--- config.mk ---
export PLATFORM = sky130hd
export DESIGN_NAME = fetch_controller_flat
export DESIGN_NICKNAME = d
export VERILOG_FILES = /design/src/rtl/fetch_controller_if.sv /design/src/rtl/fetch_controller.sv /design/src/flat_wrapper.sv
export SDC_FILE = /design/constraint.sdc
export NUM_CORES = 1
export LEC_CHECK = 0
export ABC_AREA = 1
export CORE_ASPECT_RATIO = 0.8
export CORE_UTILIZATION = 27
export DETAILED_ROUTE_END_ITERATION = 12
export GPL_ROUTABILITY_DRIVEN = 0
export SLEW_MARGIN = 20
export SYNTH_ARGS = -nofsm -noshare
export SYNTH_HDL_FRONTEND = slang
export SYNTH_SLANG_ARGS = --single-unit
--- constraint.sdc ---
create_clock -name i_clock -period 1.9 [get_ports i_clock]
set_input_delay 0.19 -clock i_clock [delete_from_list [all_inputs] [get_ports i_clock]]
set_output_delay 0.19 -clock i_clock [all_outputs]
set_load 0.01 [all_outputs]
--- src/rtl/fetch_controller_if.sv ---
// fetch_controller_if: imemory port plus fetch output handshake
//   master (controller): drives imem_address/imem_read_write/imem_data_in, samples imem_data_out,
//                        drives fetch_valid/fetch_pc/fetch_insn, samples fetch_ready
//   slave  (memory + decode side): the mirror image
interface fetch_controller_if;
    logic [31:0] imem_address;
    logic        imem_read_write;
    logic [31:0] imem_data_in;
    logic [31:0] imem_data_out;
    logic        fetch_valid;
    logic        fetch_ready;
    logic [31:0] fetch_pc;
    logic [31:0] fetch_insn;
    modport master (
        output imem_address, imem_read_write, imem_data_in, fetch_valid, fetch_pc, fetch_insn,
        input  imem_data_out, fetch_ready
    );
    modport slave (
        input  imem_address, imem_read_write, imem_data_in, fetch_valid, fetch_pc, fetch_insn,
        output imem_data_out, fetch_ready
    );
endinterface

--- src/rtl/fetch_controller.sv ---
// fetch_controller: owns the PC and presents {pc, instruction} entries to decode
//   i_clock            clock, rising edge
//   i_reset_n          asynchronous active-low reset
//   i_enable           start fetching (IDLE only)
//   i_redirect_valid   load i_redirect_pc and flush the output entry
//   i_redirect_pc      redirect target, must be word aligned
//   i_halt_req         stop issuing fetches (FETCH only)
//   bus                imemory port and fetch valid/ready handshake
//   o_fault            sticky misaligned-redirect flag
//   o_state            0 IDLE, 1 FETCH, 2 HALT, 3 FAULT
//   o_fetch_count      number of captured fetches (wrapping)
module fetch_controller #(
    parameter logic [31:0] RESET_PC = 32'h0100_0000,
    parameter logic [31:0] PC_STEP  = 32'd4
) (
    input  logic                       i_clock,
    input  logic                       i_reset_n,
    input  logic                       i_enable,
    input  logic                       i_redirect_valid,
    input  logic [31:0]                i_redirect_pc,
    input  logic                       i_halt_req,
    fetch_controller_if.master         bus,
    output logic                       o_fault,
    output logic [1:0]                 o_state,
    output logic [31:0]                o_fetch_count
);
    typedef enum logic [1:0] {S_IDLE, S_FETCH, S_HALT, S_FAULT} state_t;
    state_t      r_state, w_next_state;
    logic [31:0] r_pc, r_fetch_pc, r_fetch_insn, r_count;
    logic        r_valid, r_fault;
    logic        w_redir_bad, w_redir_ok, w_halt, w_capture;
    // a redirect in FAULT is ignored entirely
    assign w_redir_bad = i_redirect_valid && (r_state != S_FAULT) && (i_redirect_pc[1:0] != 2'b00);
    assign w_redir_ok  = i_redirect_valid && (r_state != S_FAULT) && (i_redirect_pc[1:0] == 2'b00);
    assign w_halt      = (r_state == S_FETCH) && i_halt_req;
    // redirect and halt both suppress the capture of this cycle
    assign w_capture   = (r_state == S_FETCH) && !i_redirect_valid && !i_halt_req
                         && (!r_valid || bus.fetch_ready);
    always_comb begin
        w_next_state = r_state;
        w_next_state = w_redir_bad                      ? S_FAULT :
                       w_redir_ok                       ? S_FETCH :
                       (r_state == S_IDLE && i_enable)  ? S_FETCH :
                       w_halt                           ? S_HALT  : r_state;
    end
    always_ff @(posedge i_clock or negedge i_reset_n) begin
        if (!i_reset_n) begin
            r_state      <= S_IDLE;
            r_pc         <= RESET_PC;
            r_valid      <= 1'b0;
            r_fetch_pc   <= '0;
            r_fetch_insn <= '0;
            r_fault      <= 1'b0;
            r_count      <= '0;
        end else begin
            r_state <= w_next_state;
            if (w_redir_bad) r_fault <= 1'b1;
            if (w_redir_ok) r_pc <= i_redirect_pc;
            if (w_redir_bad || w_redir_ok) begin
                r_valid <= 1'b0;
            end else if (w_capture) begin
                r_valid      <= 1'b1;
                r_fetch_pc   <= r_pc;
                r_fetch_insn <= bus.imem_data_out;
                r_pc         <= r_pc + PC_STEP;
                r_count      <= r_count + 32'd1;
            end else if (r_valid && bus.fetch_ready) begin
                r_valid <= 1'b0;
            end
        end
    end
    assign bus.imem_address    = r_pc;
    assign bus.imem_read_write = 1'b0;
    assign bus.imem_data_in    = '0;
    assign bus.fetch_valid     = r_valid;
    assign bus.fetch_pc        = r_fetch_pc;
    assign bus.fetch_insn      = r_fetch_insn;
    assign o_fault             = r_fault;
    assign o_state             = r_state;
    assign o_fetch_count       = r_count;
endmodule

--- src/flat_wrapper.sv ---
// flat-port wrapper written by rule: the top's interface ports become plain ports
module fetch_controller_flat 
#(
    parameter logic [31:0] RESET_PC = 32'h0100_0000,
    parameter logic [31:0] PC_STEP  = 32'd4
)
  (i_clock, i_reset_n, i_enable, i_redirect_valid, i_redirect_pc, i_halt_req, o_fault, o_state, o_fetch_count, bus_imem_address, bus_imem_read_write, bus_imem_data_in, bus_fetch_valid, bus_fetch_pc, bus_fetch_insn, bus_imem_data_out, bus_fetch_ready);
  fetch_controller_if bus_i ();
  input  logic i_clock;
  input  logic i_reset_n;
  input  logic i_enable;
  input  logic i_redirect_valid;
  input  logic [31:0] i_redirect_pc;
  input  logic i_halt_req;
  output logic o_fault;
  output logic [1:0] o_state;
  output logic [31:0] o_fetch_count;
  output wire logic [$bits(bus_i.imem_address)-1:0] bus_imem_address;
  output wire logic [$bits(bus_i.imem_read_write)-1:0] bus_imem_read_write;
  output wire logic [$bits(bus_i.imem_data_in)-1:0] bus_imem_data_in;
  output wire logic [$bits(bus_i.fetch_valid)-1:0] bus_fetch_valid;
  output wire logic [$bits(bus_i.fetch_pc)-1:0] bus_fetch_pc;
  output wire logic [$bits(bus_i.fetch_insn)-1:0] bus_fetch_insn;
  input wire logic [$bits(bus_i.imem_data_out)-1:0] bus_imem_data_out;
  input wire logic [$bits(bus_i.fetch_ready)-1:0] bus_fetch_ready;
  assign bus_imem_address = bus_i.imem_address;
  assign bus_imem_read_write = bus_i.imem_read_write;
  assign bus_imem_data_in = bus_i.imem_data_in;
  assign bus_fetch_valid = bus_i.fetch_valid;
  assign bus_fetch_pc = bus_i.fetch_pc;
  assign bus_fetch_insn = bus_i.fetch_insn;
  assign bus_i.imem_data_out = bus_imem_data_out;
  assign bus_i.fetch_ready = bus_fetch_ready;
  fetch_controller #(.RESET_PC(RESET_PC), .PC_STEP(PC_STEP)) u_core (.i_clock(i_clock), .i_reset_n(i_reset_n), .i_enable(i_enable), .i_redirect_valid(i_redirect_valid), .i_redirect_pc(i_redirect_pc), .i_halt_req(i_halt_req), .bus(bus_i), .o_fault(o_fault), .o_state(o_state), .o_fetch_count(o_fetch_count));
endmodule
# [Word level (Yosys, flattened, before mapping)]
# Cells that the tools add are included.
[word_totals] ff_bits=132 inputBits=70 output_inout_bits=165 wordCells=42
[op_classes] add_sub_neg=2 eq_ne=2 muxes=10 bitwise=1 reduce_logical=20
[op_table] op="$mux 32" n=3
[op_table] op="$add 32x1->32 const B" n=1
[op_table] op="$add 32x3->32 const B" n=1
[op_table] op="$logic_and 1x1->1" n=9
[op_table] op="$mux 2" n=4
[op_table] op="$logic_not 2->1" n=2
[op_table] op="$reduce_bool 4->1" n=1
[op_table] op="$logic_not 1->1" n=3
[op_table] op="$mux 1" n=3
[op_table] op="$reduce_bool 3->1" n=1
[op_table] op="$eq 2x1->1 const B" n=1
[op_table] op="$logic_or 1x1->1" n=2
[op_table] op="$ne 2x2->1 const B" n=1
[op_table] op="$reduce_and 2->1" n=1
[op_table] op="$reduce_bool 2->1" n=1
[op_table] op="$not 1->1" n=1

# [Depth between registers and ports, before layout]
[logic_depth] ltp_word=6 mapped_depth=10 depth_no_buf=10

# [Worst setup path before layout]
# No wires, ideal clock.
[synth_timing] kind="register -> register" startpoint="reg u_core.r_pc[3] (netlist: u_core.bus.imem_address[3])" endpoint="reg u_core.r_pc[22] (netlist: u_core.bus.imem_address[22])" arrival_time_ps=1362 t_required_ps=1783 setup_slack_ps=421 stages_incl_launch_ff=9 n_path_buf=0 synth_period_minus_slack_ps=1479 path_cell_list="dfrtp_1 -> ha_1 -> nand2_1 -> nor2_2 -> nand3_2 -> nor2_4 -> nand2_1 -> nor2_1 -> nor2_1"
[synth_between] elab_chain_len=3
[synth_rtl] item="from (decl)" line_no="fetch_controller.sv:29" rtl="logic [31:0] r_pc, r_fetch_pc, r_fetch_insn, r_count;"
[synth_rtl] item="from (signal assigned)" line_no="fetch_controller.sv:58" rtl="if (w_redir_ok) r_pc <= i_redirect_pc;"
[synth_rtl] item="from (signal assigned)" line_no="fetch_controller.sv:65" rtl="r_pc <= r_pc + PC_STEP;"
[synth_rtl] item="$add 32x3->32" line_no="fetch_controller.sv:65"
[synth_rtl] item="$mux 32" line_no="fetch_controller.sv:61" rtl="end else if (w_capture) begin"
[synth_rtl] item="$mux 32" line_no="fetch_controller.sv:59" rtl="if (w_redir_bad || w_redir_ok) begin"
# No other way between the ends.
# A chain may end at the register's enable or synchronous reset.

# [Worst setup path after layout]
[layout_timing] startpoint="reg u_core.r_pc[2] (netlist: u_core.bus.imem_address[2])" endpoint="reg u_core.r_pc[30] (netlist: u_core.bus.imem_address[30])"
# Same word-level chain as after synthesis.

==> results.json <==
{
  "outcome": "finished, final reports clean",
  "cts-buffers-inserted": 17,
  "fin_cells": 1574,
  "fillCellCount": 2658,
  "dpl.cell_count": 1540,
  "row_count": 52,
  "grt_use_total": 0.169,
  "maxCapViolations": 0,
  "start_util": 0.279,
  "finClkSkew_ns": 0.0178,
  "ys_warn_count": 0,
  "area_growth_syn_to_layout_pct": 42.7,
  "ant_nets": 0,
  "antenna_found_initial": 0,
  "cts.sinks": 132,
  "synth_area_per_cell_um2": 7.21,
  "die_h_um": 148,
  "viasPerCell": 4.40,
  "insertion_delay_ns": 0.42,
  "drc": 0,
  "drv_slew": 0,
  "synth.yosys.seq_area_share": 0.462,
  "cp.arrival_ns": 2.08,
  "die_w_um": 184,
  "clock-root-buffer": "clkbuf_16",
  "p_total_w": 0.0138,
  "io_buffers": 201,
  "multi_input_area_um2": 3310,
  "crit_path_end_kind": "flop",
  "clock_path_buffers": 2,
  "finalHoldViolations": 0,
  "async_flop_share": 1.00,
  "grt_max_degree": 47,
  "setup_violations": 0,
  "pwr_density_cell_nw_per_um2": 1350,
  "holdWs_ns": 0.289,
  "nets": 1282,
  "drt_iter0_drc": 410,
  "r2r_start": "u_core.bus.imem_address[2]",
  "crit_fanout": 4,
  "worstHoldPathType": "in2async",
  "dp_hpwl_um": 16700,
  "fp.dieArea_um2": 27100,
  "worstSetupPathType": "reg2reg",
  "leakagePower_nw": 4.72,
  "critPathRequiredTime_ns": 2.21,
  "diodes": 0,
  "ir_worst_vdd_v": 0.000756,
  "timing.fmax_mhz": 563,
  "cp-start-kind": "flop",
  "ys_ff_latch": 132,
  "synthCells": 992,
  "setup_tns_ns": 0,
  "overflow": 0,
  "min_period_ns": 1.78,
  "grt_pass1_wl_um": 35800,
  "syn_area_um2": 7150,
  "register_area_um2": 3300,
  "clk_pin_slew_ns": 0.07,
  "rsz0062_at_grt": "false",
  "cts_tree": "built",
  "grt_pass1_vias": 6610,
  "post_synth_num_cell_types": 35,
  "synth_edf_count": 0,
  "synth_top_flop_cell": "dfrtp_1",
  "period_share": 0.935,
  "finalWirelength_um": 22400,
  "worstMarginPinSlew_ns": 0.501,
  "slew_headroom": 0.666,
  "first_pass_iters": 5,
  "vias": 6927,
  "htreeDepth": 4,
  "post_drt_wl_per_cell_um": 14.3,
  "final_layout_size_suffix_gt1_frac": 0.0720,
  "core-area_um2": 25600,
  "crit_start": "u_core.bus.imem_address[2]",
  "io_pins": 235
}
[registers in the layout, summed over array words and instances, names as in the netlist]
signal / cells
u_core.o_fault: 1
u_core.bus.fetch_pc: 32
u_core.o_fetch_count: 32
u_core.bus.fetch_valid: 1
u_core.bus.fetch_insn: 32
u_core.bus.imem_address: 32
u_core.o_state: 2
[cell type report]
type,instances,share of cell area
timing repair buffer,230,0.229
tap,351,0.0430
clock inverter,14,0.0151
sequential,132,0.324
inverter,62,0.0228
multi-input combinational,767,0.324
clock buffer,18,0.0421
[path summary, 6_finish.rpt]
path	endpoint	slack, ns	cells after the start
worst min register to register	u_core.o_fault	0.48	2
worst min-delay path	u_core.bus.fetch_insn[14]	0.29	2
min in group i_clock	u_core.bus.fetch_insn[16]	0.30	3
worst max-delay path	u_core.bus.imem_address[30]	0.12	9
worst max register to register	u_core.bus.imem_address[30]	0.12	9
max in group asynchronous	u_core.bus.imem_address[24]	0.94	3
[metal layers]
layer / GRT usage / vias up / wire length [um]
li1: - / 3452 / -
met1: 0.240 / 3240 / 10700
met2: 0.246 / 219 / 9520
met3: 0.0559 / 16 / 1970
met4: 0.0404 / 0 / 221
met5: 0 / - / 0
[timing repair]
| item | 4_1_cts | 5_1_grt |
|---|---|---|
| buffers inserted | 0 | 1 |
| hold endpoints to repair | 39 | 0 |
| gates resized for setup | 0 | 0 |
| endpoints found under the setup margin | 0 | 1 |
| hold buffers | 1 | 0 |
[report_power, final]
group	switching, W	leakage, nW	internal (W)
registers	0.000957	1.67	0.00384
logic	0.00276	2.78	0.00286
clock network	0.00138	0.277	0.00195
[cell usage after synthesis, drive strengths merged (3+ instances only)]
cell type,count,area share
nand2,447,0.24
o21ai,43,0.030
o21a,3,0.0032
nor3,9,0.0095
nand3,48,0.035
a21oi,7,0.0049
nor2,135,0.078
o211ai,7,0.0074
buf,61,0.059
dfrtp,131,0.46
inv,62,0.033
xnor2,6,0.0074
xor2,14,0.017
nand4,5,0.0044
[cell families (layout without fill, tap and decap cells)]
logic type / Yosys count / count (layout) / share of synthesized area
AND/OR/NAND/NOR: 648 / 648 / 0.367
flip-flops: 132 / 132 / 0.462
buffers and inverters: 125 / 324 / 0.0926
AO/OA/AOI/OAI: 63 / 63 / 0.0483
XOR/XNOR: 20 / 20 / 0.0245
adder cells (fa/ha/maj): 2 / 2 / 0.00350
other: 1 / 33 / 0.000525
multiplexers: 1 / 1 / 0.00158
[critical path, stage by stage (launching register included)]
cell     delay [ns]
dfrtp_1        0.39
ha_1           0.25
nand2_1        0.11
nor2_2         0.21
nand3_2        0.16
nor2_4         0.21
buf_4          0.16
nand3_1        0.06
nand2_1        0.06
nand3_1        0.06
[stage by stage]
| stage | area, um^2 | util | setup slack (ns) |
|---|---|---|---|
| after floorplan | 7270 | - | 0.421 |
| after global placement | 9600 | 0.375 | 0.115 |
| after detailed placement | 9600 | 0.375 | 0.0799 |
| after CTS | 10200 | 0.398 | 0.0955 |
| after global routing | 10200 | 0.398 | 0.0165 |
| final | 10200 | 0.398 | 0.123 |
[placed cells by master (no fill, tap or decap), drive strengths merged, types with 2 or more instances in the layout]
cell type / count
a21oi: 7
buf: 29
bufinv: 2
clkbuf: 18
clkdlybuf4s50: 200
clkinv: 6
clkinvlp: 3
conb: 33
dfrtp: 131
ha: 2
inv: 65
nand2: 447
nand3: 48
nand4: 5
nor2: 135
nor3: 9
o211ai: 7
o21a: 3
o21ai: 43
o22ai: 2
xnor2: 6
xor2: 14
(Power assumes the default switching activity.)
